$ cat config.mk
export PLATFORM = sky130hd
export DESIGN_NAME = sreg_bank_cell_flat
export DESIGN_NICKNAME = d
export VERILOG_FILES = /design/src/rtl/cells_pkg.sv /design/src/rtl/sreg_bank_cell_if.sv /design/src/rtl/sreg_next_cell.sv /design/src/rtl/sreg_bank_cell.sv /design/src/flat_wrapper.sv
export SDC_FILE = /design/constraint.sdc
export NUM_CORES = 1
export LEC_CHECK = 0
export CORE_UTILIZATION = 49
export DETAILED_ROUTE_END_ITERATION = 10
export GPL_TIMING_DRIVEN = 1
export PLACE_DENSITY = 0.85
export SLEW_MARGIN = 15
export SYNTH_ARGS = -nofsm -noshare
export SYNTH_HDL_FRONTEND = slang
export SYNTH_SLANG_ARGS = --single-unit
$ cat constraint.sdc
create_clock -name clk -period 5.7 [get_ports clk]
set_input_delay 1.14 -clock clk [delete_from_list [all_inputs] [get_ports clk]]
set_output_delay 1.14 -clock clk [all_outputs]
set_load 0.03 [all_outputs]
$ cat src/rtl/cells_pkg.sv
// Shared definitions for the primitive register cells: mode encoding and width bounds.
package cells_pkg;

   localparam int SREG_MIN_W = 2;
   localparam int SREG_MAX_W = 32;

   typedef enum logic [2:0] {
      MODE_HOLD  = 3'b000,
      MODE_LOAD  = 3'b001,
      MODE_SHL   = 3'b010,
      MODE_SHR   = 3'b011,
      MODE_ROL   = 3'b100,
      MODE_ROR   = 3'b101,
      MODE_CNTUP = 3'b110,
      MODE_CNTDN = 3'b111
   } sreg_mode_t;

endpackage

$ cat src/rtl/sreg_bank_cell_if.sv
// Bus bundle for sreg_bank_cell; par/par_err exist only with SREG_BANK_PARITY_EN.
interface sreg_bank_cell_if
   import cells_pkg::*;
#(
   parameter int WIDTH = 8
);
   logic              en;
   sreg_mode_t        mode;
   logic [WIDTH-1:0]  d;
   logic              si;
   logic [WIDTH-1:0]  q;
   logic [WIDTH-1:0]  notq;
   logic              so_msb;
   logic              so_lsb;
   logic              wrap;
`ifdef SREG_BANK_PARITY_EN
   logic              par;
   logic              par_err;
`endif

   modport master (
      output en, mode, d, si,
`ifdef SREG_BANK_PARITY_EN
      input  par, par_err,
`endif
      input  q, notq, so_msb, so_lsb, wrap
   );

   modport slave (
      input  en, mode, d, si,
`ifdef SREG_BANK_PARITY_EN
      output par, par_err,
`endif
      output q, notq, so_msb, so_lsb, wrap
   );
endinterface

$ cat src/rtl/sreg_next_cell.sv
// Combinational next-state for the universal register: next_q and wrap_next from q/d/si/mode.
(* keep_hierarchy = "yes" *)
module sreg_next_cell
   import cells_pkg::*;
#(
   parameter int WIDTH = 8
) (
   input  logic [WIDTH-1:0] q,
   input  logic [WIDTH-1:0] d,
   input  logic             si,
   input  sreg_mode_t       mode,
   output logic [WIDTH-1:0] next_q,
   output logic             wrap_next
);

   always_comb begin
      next_q    = q;
      wrap_next = 1'b0;
      case (mode)
         MODE_HOLD:  next_q = q;
         MODE_LOAD:  next_q = d;
         MODE_SHL:   next_q = {q[WIDTH-2:0], si};
         MODE_SHR:   next_q = {si, q[WIDTH-1:1]};
         MODE_ROL:   next_q = {q[WIDTH-2:0], q[WIDTH-1]};
         MODE_ROR:   next_q = {q[0], q[WIDTH-1:1]};
         MODE_CNTUP: begin
            next_q    = q + 1'b1;
            wrap_next = &q;
         end
         MODE_CNTDN: begin
            next_q    = q - 1'b1;
            wrap_next = ~|q;
         end
         default:    next_q = q;
      endcase
   end

endmodule

$ cat src/rtl/sreg_bank_cell.sv
// WIDTH-bit universal register cell (hold/load/shift/rotate/count) with wrap pulse.
// Optional registered even parity with SREG_BANK_PARITY_EN.
module sreg_bank_cell
   import cells_pkg::*;
#(
   parameter int                      WIDTH     = 8,
   parameter logic [SREG_MAX_W-1:0]   RESET_VAL = '0
) (
   input  logic             clk,
   input  logic             r,
   sreg_bank_cell_if.slave  bus
);

   localparam logic [WIDTH-1:0] RST_Q = RESET_VAL[WIDTH-1:0];

   if (WIDTH < SREG_MIN_W || WIDTH > SREG_MAX_W) begin : g_bad_width
      $error("sreg_bank_cell: WIDTH out of range");
   end

   logic [WIDTH-1:0] q_r;
   logic [WIDTH-1:0] next_q;
   logic             wrap_r;
   logic             wrap_next;

   sreg_next_cell #(.WIDTH(WIDTH)) u_next (
      .q         (q_r),
      .d         (bus.d),
      .si        (bus.si),
      .mode      (bus.mode),
      .next_q    (next_q),
      .wrap_next (wrap_next)
   );

   // Reset beats enable; a disabled cycle still clears wrap so the pulse is one cycle.
   always_ff @(posedge clk) begin
      if (r) begin
         q_r    <= RST_Q;
         wrap_r <= 1'b0;
      end else if (bus.en) begin
         q_r    <= next_q;
         wrap_r <= wrap_next;
      end else begin
         wrap_r <= 1'b0;
      end
   end

   assign bus.q      = q_r;
   assign bus.notq   = ~q_r;
   assign bus.so_msb = q_r[WIDTH-1];
   assign bus.so_lsb = q_r[0];
   assign bus.wrap   = wrap_r;

`ifdef SREG_BANK_PARITY_EN
   logic par_r;

   always_ff @(posedge clk) begin
      if (r) begin
         par_r <= ^RST_Q;
      end else if (bus.en) begin
         par_r <= ^next_q;
      end
   end

   assign bus.par     = par_r;
   assign bus.par_err = par_r ^ (^q_r);
`endif

endmodule

$ cat src/flat_wrapper.sv
// flat-port wrapper written by rule: the top's interface ports become plain ports
module sreg_bank_cell_flat import cells_pkg::*;
#(
   parameter int                      WIDTH     = 8,
   parameter logic [SREG_MAX_W-1:0]   RESET_VAL = '0
)
  (clk, r, bus_en, bus_mode, bus_d, bus_si, bus_q, bus_notq, bus_so_msb, bus_so_lsb, bus_wrap);
  sreg_bank_cell_if #(.WIDTH(WIDTH)) bus_i ();
  input  logic clk;
  input  logic r;
  input wire logic [$bits(bus_i.en)-1:0] bus_en;
  input wire logic [$bits(bus_i.mode)-1:0] bus_mode;
  input wire logic [$bits(bus_i.d)-1:0] bus_d;
  input wire logic [$bits(bus_i.si)-1:0] bus_si;
  output wire logic [$bits(bus_i.q)-1:0] bus_q;
  output wire logic [$bits(bus_i.notq)-1:0] bus_notq;
  output wire logic [$bits(bus_i.so_msb)-1:0] bus_so_msb;
  output wire logic [$bits(bus_i.so_lsb)-1:0] bus_so_lsb;
  output wire logic [$bits(bus_i.wrap)-1:0] bus_wrap;
  assign bus_i.en = bus_en;
  assign bus_i.mode = bus_mode;
  assign bus_i.d = bus_d;
  assign bus_i.si = bus_si;
  assign bus_q = bus_i.q;
  assign bus_notq = bus_i.notq;
  assign bus_so_msb = bus_i.so_msb;
  assign bus_so_lsb = bus_i.so_lsb;
  assign bus_wrap = bus_i.wrap;
  sreg_bank_cell #(.WIDTH(WIDTH), .RESET_VAL(RESET_VAL)) u_core (.clk(clk), .r(r), .bus(bus_i));
endmodule
==> qor.txt <==
Status = complete, no violations
HPWL after DPL = 1.961 mm
Mean Syn Cell Area = 7.104 µm²
Synth Instances = 146
Asr flop ratio synth = 0
# Post-CTS Setup Buffers = 0
Ys Warns = 0
Crit-path max FO = 12
Max Cap Viol = 0
Area of the core = 1982 µm²
IO buf count = 33
Maximum clock insertion buffer count = 2
Post-cts gate resize count = 0
DRT Pass-1 Iters = 4
Cell Area, Synth = 1037 µm²
Slowest-stage cell, CP = clkdlybuf4s50_1
Skew final = 4.532 ps
Final Hold Fails = 0
Sequential area share after synthesis = 0.1737
CTS buffer count = 3
CTS tree = built
Flops & latches, synth = 9
Drt drc = 0
Routed length per instance = 14.90 µm
Fin cells = 196
Final period util = 0.6792
Die width = 48.01 µm
Vias = 1182
Predominant post-synthesis flop cell = dfxtp_1
Hold buffers post-CTS = 0
Ports = 34
Power share of the combinational group = 0.462
CP Launch Type = input port
Die ar. = 2305 µm²
Synthesized net count = 162
Initial antenna violation count = 0
Sequential power share = 0.325
Num rows = 16
Post-synthesis cell type count = 45
Worst slew margin = 0.4741
Drt total wl = 2.920 mm
Slew @ Worst Pin = 785.9 ps
# diodes = 0
Root Driver = clkbuf_4
Clk network pwr share = 0.213
First-pass GRT wire length = 4.471 mm
P&R area growth vs syn = 30.40%
Kind of critical path = in -> reg
Vias/cell = 6.031
Power Density = 180.2 nW/µm²
CP cell instances = clkdlybuf4s50_1 > nand3_1 > xnor2_1 > ha_1 > or3b_1 > or4_4 > o22ai_2 > a21oi_1 > o22a_1 > mux2i_1 > nor2_1
Die Span Y = 48.01 µm
DRT iter0 DRCs = 44
Net Sw Frac = 0.3953
Lkg Pwr = 0.5451 nW
Inst Count DP = 192
Clk slew on worst S/H paths = 70 ps
Commonest non-fill, non-tap cell in the layout = clkdlybuf4s50_1
GRT Total Usage = 0.2759
CP arrival = 4020 ps
RSZ-0062 raised after global routing = false
Critical Path End Type = flip-flop
Share of post-route cells with drive strength above 1 = 0.07692
Vias in the first global route = 1034
CTS Sinks = 9
Worst vdd rail ir drop = 130.8 µV
Sw Pwr = 0.09637 mW
Worst hold path class = reg -> reg
Sum of negative setup slack = 0 ps
Final Max Slew Viols = 0
Crit path time final = 3871 ps
Post-synth EDFFs = 0
Final nets = 186
Fill count = 158
Skew-Pair Late Insertion Delay = 270 ps
Starting Density = 0.5234
Global route total overflow = 0
Max Fclk = 258.3 MHz
Final Setup Violations = 0
CP Data Required Time = 5850 ps
Most frequent cells in the layout = clkdlybuf4s50_1, inv_1, a21oi_1, nor2_1, mux2i_1
Internal power = 0.1474 mW
RePlAce Congestion = 0.8707
Antenna Violating Nets Remaining = 0
Largest net degree at the start of global routing = 31
Crit path largest cell delay = 730 ps
H-tree depth = 1
-- flip-flops by register name, summed over array words and instances, names as in the netlist --
signal           cells
u_core.bus.q         8
u_core.bus.wrap      1
-- layer usage --
layer / GRT usage / share of wire / vias to the layer above / wire length [µm]
met3: 0.04906 / 0.067 / 10 / 197
li1: - / - / 569 / -
met2: 0.4351 / 0.46 / 50 / 1331
met4: 0.1278 / 0.012 / 0 / 34
met1: 0.3632 / 0.46 / 553 / 1357
met5: 0 / 0 / - / 0
-- synthesized netlist by cell type (3+ instances only) --
| library cell | n | share of area |
|---|---|---|
| a21oi_1 | 13 | 0.063 |
| inv_1 | 13 | 0.047 |
| nor2_1 | 12 | 0.043 |
| mux2i_1 | 11 | 0.11 |
| nand2_1 | 10 | 0.036 |
| dfxtp_1 | 9 | 0.17 |
| o21ai_0 | 9 | 0.043 |
| clkbuf_1 | 6 | 0.022 |
| buf_2 | 5 | 0.024 |
| nand3_1 | 4 | 0.019 |
| nand4_1 | 4 | 0.024 |
| nor2b_1 | 3 | 0.018 |
| nor3_1 | 3 | 0.014 |
| o22ai_1 | 3 | 0.018 |
-- kinds of logic (layout without fill, tap and decap cells) --
kind of cell / count (synthesis) / count (layout) / synth area share
xor+xnor: 4 / 4 / 0.03378
mux: 12 / 12 / 0.1170
flops: 9 / 9 / 0.1737
compound gates: 45 / 45 / 0.2907
buf+inv: 29 / 52 / 0.1339
simple gates: 46 / 46 / 0.2389
fa+ha+maj: 1 / 1 / 0.01206
-- path summary, 6_finish.rpt --
| path | depth (start not counted) | start | slack [ps] | endpoint |
|---|---|---|---|---|
| worst max-delay path | 11 | bus_mode[2] | 1830 | u_core.bus.q[6]$_SDFFE_PP0P_ |
| worst min-delay path | 2 | u_core.bus.q[7]$_SDFFE_PP0P_ | 630 | u_core.bus.q[7]$_SDFFE_PP0P_ |
| worst min register to register | 2 | u_core.bus.q[7]$_SDFFE_PP0P_ | 630 | u_core.bus.q[7]$_SDFFE_PP0P_ |
| worst max register to register | 9 | u_core.bus.q[1]$_SDFFE_PP0P_ | 3160 | u_core.bus.q[6]$_SDFFE_PP0P_ |
-- power groups by stage --
stage | Sequential [mW] | Combinational (mW) | Clock [mW]
after detailed placement | 0.0803 | 0.111 | 0
final | 0.0792 | 0.113 | 0.0520
after global placement | 0.0797 | 0.108 | 0
after CTS | 0.0788 | 0.112 | 0.0534
after floorplan | 0.0814 | 0.0748 | 0
after global routing | 0.0805 | 0.121 | 0.0583
-- worst max-delay path, delay by kind of cell --
kind | cells | cell delay [ps]
muxes | 1 | 140
xor gates and xnor gates | 1 | 190
and+or+nand+nor | 4 | 1130
buffers and inverters | 1 | 730
AOI/OAI and AO/OA | 3 | 460
adders and majority gates | 1 | 220
-- metrics by stage --
stage | total power [mW] | utilization | area, µm² | worst slack, ps | hold slack, ps
6_report | 0.2438 | 0.6824 | 1353 | 1829 | 625.0
5_1_grt | 0.2601 | 0.6824 | 1353 | 1681 | 691.5
4_1_cts | 0.2441 | 0.6824 | 1353 | 1885 | 627.3
3_5_place_dp | 0.1909 | 0.6692 | 1326 | 1614 | 617.1
3_3_place_gp | 0.1879 | 0.6692 | 1326 | 1741 | 600.2
2_1_floorplan | 0.1563 | - | 1037 | 2289 | 656.1
-- area by class of cell --
class                      count  area [µm²]  area share
timing repair buffer          35       345.3      0.2553
inverter                      13       48.80     0.03608
clock buffer                   4       26.28     0.01943
sequential                     9       180.2      0.1332
multi-input combinational    108       718.2      0.5310
tap                           27       33.78     0.02498
No activity file was read; power rests on OpenSTA's default activity.
